**src/rtl/router_tx_pkg.sv**
```systemverilog
// Shared types and constants for the router packet transmitter.
package router_tx_pkg;
    localparam int          MAX_LEN      = 63;
    localparam int          LEN_W        = 6;
    localparam int          ADDR_W       = 2;
    localparam logic [1:0]  ADDR_INVALID = 2'b11;

    typedef enum logic [2:0] {IDLE, HDR, PAY, PAR, CHK} tx_state_t;
endpackage

```
**src/rtl/router_pkt_tx_if.sv**
```systemverilog
// Load, start and router-side signals of the packet transmitter.
interface router_pkt_tx_if;
    logic                              ld_en;
    logic [7:0]                        ld_data;
    logic [router_tx_pkg::LEN_W-1:0]   ld_count;
    logic                              ld_full;
    logic                              start;
    logic [router_tx_pkg::ADDR_W-1:0]  dest;
    logic                              inj_err;
    logic                              busy_in;
    logic                              err_in;
    logic                              pkt_valid;
    logic [7:0]                        data_out;
    logic                              tx_active;
    logic                              done;
    logic                              tx_err;

    modport master (
        input  ld_en, ld_data, start, dest, inj_err, busy_in, err_in,
        output ld_count, ld_full, pkt_valid, data_out, tx_active, done, tx_err
    );
    modport slave (
        output ld_en, ld_data, start, dest, inj_err, busy_in, err_in,
        input  ld_count, ld_full, pkt_valid, data_out, tx_active, done, tx_err
    );
endinterface

```
**src/rtl/router_tx_buf.sv**
```systemverilog
// 63x8 payload store: append-only write port, indexed combinational read port.
module router_tx_buf
    import router_tx_pkg::*;
(
    input  logic             clk,
    input  logic             reset,
    input  logic             clr,
    input  logic             wr_en,
    input  logic [7:0]       wr_data,
    input  logic [LEN_W-1:0] rd_addr,
    output logic [7:0]       rd_data,
    output logic [LEN_W-1:0] count,
    output logic             full
);
    logic [7:0] mem [MAX_LEN];

    assign full    = (count == LEN_W'(MAX_LEN));
    // Reads past the end return 0 so the look-ahead address after the last byte is harmless.
    assign rd_data = (rd_addr < LEN_W'(MAX_LEN)) ? mem[rd_addr] : 8'h00;

    always_ff @(posedge clk or posedge reset) begin
        if (reset)                count <= '0;
        else if (clr)             count <= '0;
        else if (wr_en && !full)  count <= count + 1'b1;
    end

    always_ff @(posedge clk) begin
        if (wr_en && !full && !clr) mem[count] <= wr_data;
    end
endmodule

```
**src/rtl/router_pkt_tx.sv**
```systemverilog
// Packet transmitter: header {len,dest}, payload, parity, then an err_in check window.
module router_pkt_tx
    import router_tx_pkg::*;
#(
    parameter int ERR_WIN = 3
) (
    input  logic             clk,
    input  logic             reset,
    router_pkt_tx_if.master  bus
);
    localparam int CW = (ERR_WIN > 1) ? $clog2(ERR_WIN) : 1;

    tx_state_t        state;
    logic [LEN_W-1:0] pay_idx;
    logic [LEN_W-1:0] count;
    logic [7:0]       rd_data;
    logic [7:0]       parity;
    logic [7:0]       data_q;
    logic             valid_q, done_q, tx_err_q;
    logic             inj_q, err_sticky;
    logic [CW-1:0]    chk_cnt;
    logic             accept, consume, chk_last, wr_en;
    logic [LEN_W-1:0] rd_addr;
    logic [7:0]       par_next;

    assign accept   = (state == IDLE) && bus.start && (count != '0) && (bus.dest != ADDR_INVALID);
    assign consume  = !bus.busy_in;
    assign chk_last = (state == CHK) && (chk_cnt == CW'(ERR_WIN - 1));
    assign wr_en    = (state == IDLE) && bus.ld_en && !accept;
    // Look-ahead: the byte that will be presented after the current one is consumed.
    assign rd_addr  = (state == HDR) ? '0 : pay_idx + 1'b1;
    assign par_next = parity ^ data_q;

    router_tx_buf u_buf (
        .clk     (clk),
        .reset   (reset),
        .clr     (chk_last),
        .wr_en   (wr_en),
        .wr_data (bus.ld_data),
        .rd_addr (rd_addr),
        .rd_data (rd_data),
        .count   (count),
        .full    (bus.ld_full)
    );

    always_ff @(posedge clk or posedge reset) begin
        if (reset) begin
            state      <= IDLE;
            pay_idx    <= '0;
            parity     <= '0;
            data_q     <= '0;
            valid_q    <= 1'b0;
            done_q     <= 1'b0;
            tx_err_q   <= 1'b0;
            inj_q      <= 1'b0;
            err_sticky <= 1'b0;
            chk_cnt    <= '0;
        end else begin
            done_q   <= 1'b0;
            tx_err_q <= 1'b0;
            case (state)
                IDLE: if (accept) begin
                    state   <= HDR;
                    valid_q <= 1'b1;
                    data_q  <= {count, bus.dest};
                    parity  <= '0;
                    inj_q   <= bus.inj_err;
                    pay_idx <= '0;
                end
                HDR: if (consume) begin
                    parity <= par_next;
                    data_q <= rd_data;
                    state  <= PAY;
                end
                PAY: if (consume) begin
                    parity <= par_next;
                    if (pay_idx == count - 1'b1) begin
                        state   <= PAR;
                        valid_q <= 1'b0;
                        data_q  <= par_next ^ {7'b0, inj_q};
                    end else begin
                        pay_idx <= pay_idx + 1'b1;
                        data_q  <= rd_data;
                    end
                end
                PAR: if (consume) begin
                    state      <= CHK;
                    data_q     <= '0;
                    chk_cnt    <= '0;
                    err_sticky <= 1'b0;
                end
                CHK: begin
                    err_sticky <= err_sticky | bus.err_in;
                    if (chk_last) begin
                        done_q   <= 1'b1;
                        tx_err_q <= err_sticky | bus.err_in;
                        state    <= IDLE;
                    end else begin
                        chk_cnt <= chk_cnt + 1'b1;
                    end
                end
                default: state <= IDLE;
            endcase
        end
    end

    assign bus.ld_count  = count;
    assign bus.pkt_valid = valid_q;
    assign bus.data_out  = data_q;
    assign bus.tx_active = (state != IDLE);
    assign bus.done      = done_q;
    assign bus.tx_err    = tx_err_q;
endmodule
```
**src/flat_wrapper.sv**
```systemverilog
// flat-port wrapper written by rule: the top's interface ports become plain ports
module router_pkt_tx_flat import router_tx_pkg::*;
#(
    parameter int ERR_WIN = 3
)
  (clk, reset, bus_ld_en, bus_ld_data, bus_start, bus_dest, bus_inj_err, bus_busy_in, bus_err_in, bus_ld_count, bus_ld_full, bus_pkt_valid, bus_data_out, bus_tx_active, bus_done, bus_tx_err);
  router_pkt_tx_if bus_i ();
  input  logic clk;
  input  logic reset;
  input wire logic [$bits(bus_i.ld_en)-1:0] bus_ld_en;
  input wire logic [$bits(bus_i.ld_data)-1:0] bus_ld_data;
  input wire logic [$bits(bus_i.start)-1:0] bus_start;
  input wire logic [$bits(bus_i.dest)-1:0] bus_dest;
  input wire logic [$bits(bus_i.inj_err)-1:0] bus_inj_err;
  input wire logic [$bits(bus_i.busy_in)-1:0] bus_busy_in;
  input wire logic [$bits(bus_i.err_in)-1:0] bus_err_in;
  output wire logic [$bits(bus_i.ld_count)-1:0] bus_ld_count;
  output wire logic [$bits(bus_i.ld_full)-1:0] bus_ld_full;
  output wire logic [$bits(bus_i.pkt_valid)-1:0] bus_pkt_valid;
  output wire logic [$bits(bus_i.data_out)-1:0] bus_data_out;
  output wire logic [$bits(bus_i.tx_active)-1:0] bus_tx_active;
  output wire logic [$bits(bus_i.done)-1:0] bus_done;
  output wire logic [$bits(bus_i.tx_err)-1:0] bus_tx_err;
  assign bus_i.ld_en = bus_ld_en;
  assign bus_i.ld_data = bus_ld_data;
  assign bus_i.start = bus_start;
  assign bus_i.dest = bus_dest;
  assign bus_i.inj_err = bus_inj_err;
  assign bus_i.busy_in = bus_busy_in;
  assign bus_i.err_in = bus_err_in;
  assign bus_ld_count = bus_i.ld_count;
  assign bus_ld_full = bus_i.ld_full;
  assign bus_pkt_valid = bus_i.pkt_valid;
  assign bus_data_out = bus_i.data_out;
  assign bus_tx_active = bus_i.tx_active;
  assign bus_done = bus_i.done;
  assign bus_tx_err = bus_i.tx_err;
  router_pkt_tx #(.ERR_WIN(ERR_WIN)) u_core (.clk(clk), .reset(reset), .bus(bus_i));
endmodule
```
**config.mk**
```make
export PLATFORM = sky130hd
export DESIGN_NAME = router_pkt_tx_flat
export DESIGN_NICKNAME = d
export VERILOG_FILES = /design/src/rtl/router_tx_pkg.sv /design/src/rtl/router_pkt_tx_if.sv /design/src/rtl/router_tx_buf.sv /design/src/rtl/router_pkt_tx.sv /design/src/flat_wrapper.sv
export SDC_FILE = /design/constraint.sdc
export NUM_CORES = 1
export LEC_CHECK = 0
export CAP_MARGIN = 20
export CORE_MARGIN = 4
export CORE_UTILIZATION = 45
export DETAILED_ROUTE_END_ITERATION = 8
export GPL_TIMING_DRIVEN = 0
export PLACE_DENSITY = 0.6
export SLEW_MARGIN = 20
export SYNTH_ARGS = -nofsm -noshare
export SYNTH_HDL_FRONTEND = slang
export SYNTH_SLANG_ARGS = --single-unit
```
**constraint.sdc**
```tcl
create_clock -name clk -period 3.25 [get_ports clk]
set_input_delay 0.325 -clock clk [delete_from_list [all_inputs] [get_ports clk]]
set_output_delay 0.325 -clock clk [all_outputs]
set_load 0.01 [all_outputs]
```
Word level (Yosys, flattened, before mapping). Memory sizes are Yosys's and may differ from the RTL's. Index checks and enable logic that the tools add are counted.

Multiplexer cells: 39. Bitwise logic cells: 3. Equal/unequal tests: 17. Reduce and logical (&&, ||, !) cells: 28. $lt $le $gt $ge: 1. $add $sub $neg: 4.

Operator list (number): $mux W8 (8); $mux W6 (6); $pmux W8 S4 (1); $mux W3 (6); $ne A2 B2 Y1 const B (8); $pmux W8 S2 (1); $pmux W3 S5 (1); $add A6 B1 Y6 const B (2); $pmux W6 S2 (1); $mux W1 (10); $logic_and A1 B1 Y1 (8); $reduce_and A4 Y1 (2); $reduce_bool A2 Y1 (4); $xor A8 B1 Y8 (1); $xor A8 B8 Y8 (1); $eq A3 B2 Y1 const B (2); $eq A6 B6 Y1 (1); $eq A6 B6 Y1 const B (1); $lt A6 B6 Y1 const B (1); $reduce_and A3 Y1 (2); $reduce_and A6 Y1 (1); $reduce_bool A6 Y1 (1); $sub A6 B1 Y6 const B (1); $reduce_and A5 Y1 (1); other kinds (15) (21).

Memories: 1. Bits in registers: 38. Bits of input ports: 17. Memory bits (writable): 504. Logic and storage cells: 104.

Memory list: u_core.u_buf.mem (words 63, bits a word 8, read ports 1, clocked after Yosys merged registers in 0, write ports 1, RTL line router_tx_buf.sv:15) `logic [7:0] mem [MAX_LEN];`.

Logic depth before layout (Yosys ltp).
Depth after elaboration: 10. Gate-level depth with buffers: 11. Depth with buffers taken out: 9.

Cells and area by module. From an unflattened synthesis, not the netlist that was laid out.

Cell total of the unflattened synthesis: 1201. Area, all modules: 21993.6 um^2.

By module, submodules not included: router_tx_buf (cells each 965, times used 1, area each 19860.3 um^2); router_pkt_tx (cells each 236, times used 1, area each 2133.3 um^2).

Worst setup path before layout. Ideal clock, no wire load.

Kind: register -> register. Start point: register u_core.u_buf.count[1]. End point: memory u_core.u_buf.mem[61][0] (enable). Period minus slack after synthesis: 2.914 ns. Data arrival time: 2.519 ns. Setup time: 0.395 ns. Stages on the path, launching flop included: 9. Path buffers: 1. Setup slack: 0.336 ns. Cells stage by stage: dfrtp_1 > clkbuf_1 > inv_1 > ha_1 > nand2b_1 > o2111ai_4 > and4_1 > nand2_1 > nor4_1.

Longest elaborated chain between the ends: 9. Elaborated cells on any way between the ends: 11.

Ends and longest elaborated chain: from (decl) (RTL line router_tx_buf.sv:12) `output logic [LEN_W-1:0] count,`; from (signal assigned) (RTL line router_tx_buf.sv:24) `else if (wr_en && !full) count <= count + 1'b1;`; $reduce_bool A6 Y1 (RTL line router_pkt_tx.sv:26) `assign accept = (state == IDLE) && bus.start && (count != '0) && (bus.dest != ADDR_INVALID);`; $logic_and A1 B1 Y1 (2 in series) (RTL line router_pkt_tx.sv:26); $logic_not A1 Y1 (RTL line router_pkt_tx.sv:29) `assign wr_en = (state == IDLE) && bus.ld_en && !accept;`; $logic_and A1 B1 Y1 (RTL line router_pkt_tx.sv:29); $logic_and A1 B1 Y1 (2 in series) (RTL line router_tx_buf.sv:28) `if (wr_en && !full && !clr) mem[count] <= wr_data;`; $mux W1 (RTL line router_tx_buf.sv:28); $mux W1 (not written as such) (RTL line router_tx_buf.sv:28); to (decl) (RTL line router_tx_buf.sv:15).

Parallel ways exist; a longest one is shown, timed or not.

Worst setup path in the final report.
Start point: register u_core.pay_idx[0]. End point: register u_core.data_q[5] (netlist: u_core.bus.data_out[5]).

Longest elaborated chain between the ends: 7. Elaborated cells on any way between the ends: 10.

Ends and longest elaborated chain: from (decl) (RTL line router_pkt_tx.sv:14) `logic [LEN_W-1:0] pay_idx;`; from (signal assigned) (RTL line router_pkt_tx.sv:82) `pay_idx <= pay_idx + 1'b1;`; $add A6 B1 Y6 (RTL line router_pkt_tx.sv:31) `assign rd_addr = (state == HDR) ? '0 : pay_idx + 1'b1;`; $mux W6 (RTL line router_pkt_tx.sv:31); $mem_v2 Z63 W8 / $lt A6 B6 Y1 (equally long branches); $mux W8 (RTL line router_tx_buf.sv:19) `assign rd_data = (rd_addr < LEN_W'(MAX_LEN)) ? mem[rd_addr] : 8'h00;`; $mux W8 (RTL line router_pkt_tx.sv:77) `if (pay_idx == count - 1'b1) begin`; $mux W8 (RTL line router_pkt_tx.sv:75) `PAY: if (consume) begin`; $pmux W8 S4 (*) (RTL line router_pkt_tx.sv:61) `case (state)`; to (signal assigned) (RTL line router_pkt_tx.sv:65) `data_q <= {count, bus.dest};`; to (signal assigned) (RTL line router_pkt_tx.sv:80) `data_q <= par_next ^ {7'b0, inj_q};`; to (signal assigned) (RTL line router_pkt_tx.sv:83) `data_q <= rd_data;`; to (decl) (RTL line router_pkt_tx.sv:18) `logic [7:0] data_q;`.

Mark *: on every way between the ends. The rest lies on a longest branch, timed or not. The select of a mux whose other input is x is not followed. A chain may end at the register's enable or synchronous reset.

==> results.md <==
* Max clock buf depth at 3
* Dominant cell type by area after synthesis: edfxtp_1
* Worst Tran Pin Value at 1.188 ns
* Final min period at approximately 3.4 ns
* Syn_area_per_cell at 14.25 sq um
* Register Area at 16090 sq um
* Die height at between 200 and 250 um
* Setup crit end kind: flip-flop
* TritonCTS Buffers at 56
* Warnings, synthesis at 0
* IO Count at 36
* Initial core utilization at 0.4557
* Sequential Power Share at 0.327
* Largest net degree at the start of global routing at 64
* Inst Count DP at 2320
* Pwr Density at just under 900 nW/um^2
* Post-synth top flop: edfxtp_1
* Vias per cell at 6.704
* CTS tree: built
* Fraction of final layout cells sized beyond drive strength 1 at 0.2213
* GRT Total Usage at 0.3300
* Wirelength per Cell at 36.58 um
* Simple logic cell fraction of the synthesized area at 0.08672
* Yosys top cell area share at 0.6606
* Final worst-path cycle share at 1.031
* Net Sw Frac at 0.4137
* Hold slack at about 0.22 ns
* Cell count after synthesis at 1608
* Clock Sinks at 542
* XOR/XNOR Fraction of Synth Area at 0.009502
* H-tree Lvls at 2
* Dominant cells by area after synthesis: edfxtp_1 66%, dfrtp_1 4.2%, nand2_1 2.4%
* Drt pass-1 iters at 6
* Status: complete, but fails checks
* Main combinational cell family by area after synthesis: compound AO/OA/AOI/OAI gates
* Hold Vio Cnt, Final at 0
* HP Class: input port to flip-flop
* CP Launch Type: flip-flop
* Clk root buf: clkbuf_16
* #FFs+latches synth at roughly 540
* Fraction of the mapped netlist area in adder cells at 0.002730
* Worst Path Max Fanout at 10
* Fraction of registers with async set/reset at 0.07011
* Sw Pwr at 10.20 mW
* Nets at 1780
* Fmax at 298.4 MHz
* Setup CP Type: flip-flop to flip-flop
* DRC violations left at 0
* Unique cell type count in the Yosys netlist at 90
* Core ar. at between 50000 and 60000 sq um
* Routability cong. at 1.004
* Worst path arrival time at 3.86 ns
* Final ANT Viol Nets at 0
* Vias in the first global route at about 16000
* Die W at 233.6 um
* RSZ-0062 raised after global routing: true
* Mapped Area at 22910 sq um
* Compound-gate portion of the synthesized area at 0.1207
* DR vias at about 17000
* Comb pwr share at 0.411
* Setup violators final at 5
* Clock Power Share at 0.262
* Fin cells at 2476
* Worst endpoint required time at 3.76 ns
* Clk slew on worst S/H paths at 0.07 ns
* Clk_lat worst skew at 0.65 ns
* First-pass GRT wire length at 123700 um
* Placed instance area at 24190 sq um
* DP Wirelength at 57870 um
* Max IR drop VDD at between 0.4 and 0.5 mV
* Total design power at 24.65 mW
* Multi-input gate area at 6945 sq um
* FP Rows at between 80 and 90
* Setup TNS at -0.2847 ns
* # port buffers at 35
* Full die area at 54590 sq um
* Grt ovf at 0
* Setup ws final at -0.1011 ns
* Clock Skew at about 0.024 ns
* Failing checks: setup timing
* Fill cell count at 4053
* Post-synthesis sequential area ratio at 0.7021
* Design area at around 28000 sq um
* Slew HR at 0.1973
* Net Count, Synth at 1630
* Cell leakage power at 8.999 nW
* Internal Pwr Total at 14.45 mW
* Post-synthesis mux area share at 0.05106
* Max Cap Viol at 0
* Post-synth EDFFs at slightly above 500
* Initial antenna violation count at 1
* Max-slew violations at 0
* Synth-to-layout area growth at 20.90%
* 1st-iter DRT viols at approximately 2500
* Post-Route WL at approximately 91000 um
[synth_stat cells (6+ instances only)]
| cell | count |
|---|---|
| a21oi_1 | 58 |
| a211oi_1 | 26 |
| or3_1 | 13 |
| buf_1 | 8 |
| o21ai_0 | 92 |
| xnor2_1 | 13 |
| dfrtp_1 | 38 |
| buf_2 | 62 |
| o31ai_1 | 8 |
| a22oi_1 | 15 |
| a32oi_1 | 8 |
| nand4_1 | 6 |
| edfxtp_1 | 504 |
| xor2_1 | 10 |
| mux2_2 | 21 |
| mux2i_1 | 55 |
| clkbuf_1 | 35 |
| nor3_1 | 20 |
| a221oi_1 | 37 |
| o221ai_1 | 8 |
| inv_1 | 16 |
| o22ai_1 | 13 |
| mux4_2 | 17 |
| nor2b_1 | 14 |
| nand3_1 | 36 |
| a31oi_1 | 24 |
| o311ai_0 | 7 |
| and3_1 | 8 |
| nand2_1 | 147 |
| nand2b_1 | 19 |
| o211ai_1 | 19 |
| nor2_1 | 115 |
| a221o_1 | 13 |
[through the flow]
stage | utilization | setup WS (ns)
after floorplan | - | 0.3365
after global placement | 0.4794 | -1.089
after detailed placement | 0.4813 | -1.070
after CTS | 0.5466 | -0.04478
after global routing | 0.5510 | -0.06471
final | 0.5510 | -0.1011
[repair_timing]
action                     4_1_cts  5_1_grt
setup endpoints to repair      504      499
gates resized for setup        227       45
hold endpoints to repair         6        0
pin swaps                       39        7
setup buffers                   46        6
hold buffers                     1        0
[registers in the layout, indices dropped and copies added (netlist names)]
name and count:
u_core.err_sticky 1, u_core.u_buf.mem 504, u_core.bus.tx_err 1, u_core.chk_cnt 2, u_core.bus.data_out 8, u_core.u_buf.count 6, u_core.pay_idx 6, u_core.parity 8
u_core.state 3, u_core.inj_q 1, u_core.bus.pkt_valid 1, u_core.bus.done 1
[cells by family after synthesis]
logic type / Yosys count
flip-flops: 542
multiplexers: 93
XOR/XNOR: 24
adder cells (fa/ha/maj): 5
AO/OA/AOI/OAI: 394
AND/OR/NAND/NOR: 419
buffers and inverters: 131
[final timing paths]
path | from | endpoint | slack, ns | cells past startpoint
worst min-delay path | bus_ld_data[4] | u_core.u_buf.mem[55][4]$_DFFE_PP_ | 0.22 | 2
worst max-delay path | u_core.pay_idx[0]$_DFFE_PP0P_ | u_core.bus.data_out[5]$_DFFE_PP0P_ | -0.10 | 10
max in group asynchronous | reset | u_core.bus.data_out[7]$_DFFE_PP0P_ | 2.36 | 4
worst min register to register | u_core.bus.pkt_valid$_DFFE_PP0P_ | u_core.bus.pkt_valid$_DFFE_PP0P_ | 0.49 | 1
worst max register to register | u_core.pay_idx[0]$_DFFE_PP0P_ | u_core.bus.data_out[5]$_DFFE_PP0P_ | -0.10 | 10
min in group asynchronous | reset | u_core.err_sticky$_DFFE_PP0P_ | 0.46 | 3
[routing by layer]
| metal | routed length, um | vias to the layer above | track usage | share of wire |
|---|---|---|---|---|
| met1 | 33740 | 8319 | 0.4301 | 0.37 |
| li1 | - | 6630 | - | - |
| met4 | 6914 | 0 | 0.1892 | 0.076 |
| met2 | 38550 | 1279 | 0.4831 | 0.43 |
| met5 | 0 | - | 0.003676 | 0 |
| met3 | 11380 | 370 | 0.1115 | 0.13 |
[layout by cell type, fill, tap and decap left out, drive strengths merged, types with 13 or more instances in the layout]
master | Yosys | final
edfxtp | 504 | 504
nand2 | 149 | 149
buf | 79 | 139
nor2 | 117 | 117
clkbuf | 36 | 113
o21ai | 96 | 96
a21oi | 58 | 58
mux2i | 55 | 55
dfrtp | 38 | 38
a221oi | 37 | 37
nand3 | 37 | 37
clkdlybuf4s50 | 0 | 27
a211oi | 26 | 26
a31oi | 24 | 24
mux2 | 21 | 21
nor3 | 20 | 20
nand2b | 19 | 19
o211ai | 19 | 19
clkinv | 0 | 19
mux4 | 17 | 17
inv | 16 | 17
a22oi | 15 | 15
nor2b | 14 | 14
or3 | 13 | 13
a221o | 13 | 13
o22ai | 13 | 13
xnor2 | 13 | 13
[area by class of cell]
class	count	area share
tap	672	0.03035
timing repair buffer	93	0.04408
clock inverter	29	0.01134
antenna	1	0.00009033
sequential	542	0.5807
multi-input combinational	935	0.2507
clock buffer	74	0.05379
inverter	16	0.002304
buffer	114	0.02665
[power by group through the flow]
| stage | registers [mW] | logic (mW) | clock network, mW |
|---|---|---|---|
| after floorplan | 8.17 | 4.73 | 0 |
| after global placement | 8.20 | 9.03 | 0 |
| after detailed placement | 8.19 | 9.10 | 0 |
| after CTS | 8.04 | 9.56 | 6.48 |
| after global routing | 8.07 | 10.2 | 6.77 |
| final | 8.05 | 10.1 | 6.47 |
[critical path: stages, from the launching register on]
cell      delay (ns)
dfrtp_1         0.36
buf_2           0.26
buf_2           0.37
buf_2           0.50
buf_4           0.43
mux2i_1         0.26
a22oi_1         0.11
a211oi_1        0.50
a41oi_2         0.16
nand4_1         0.17
nand3_1         0.08
(Power assumes the default switching activity.)
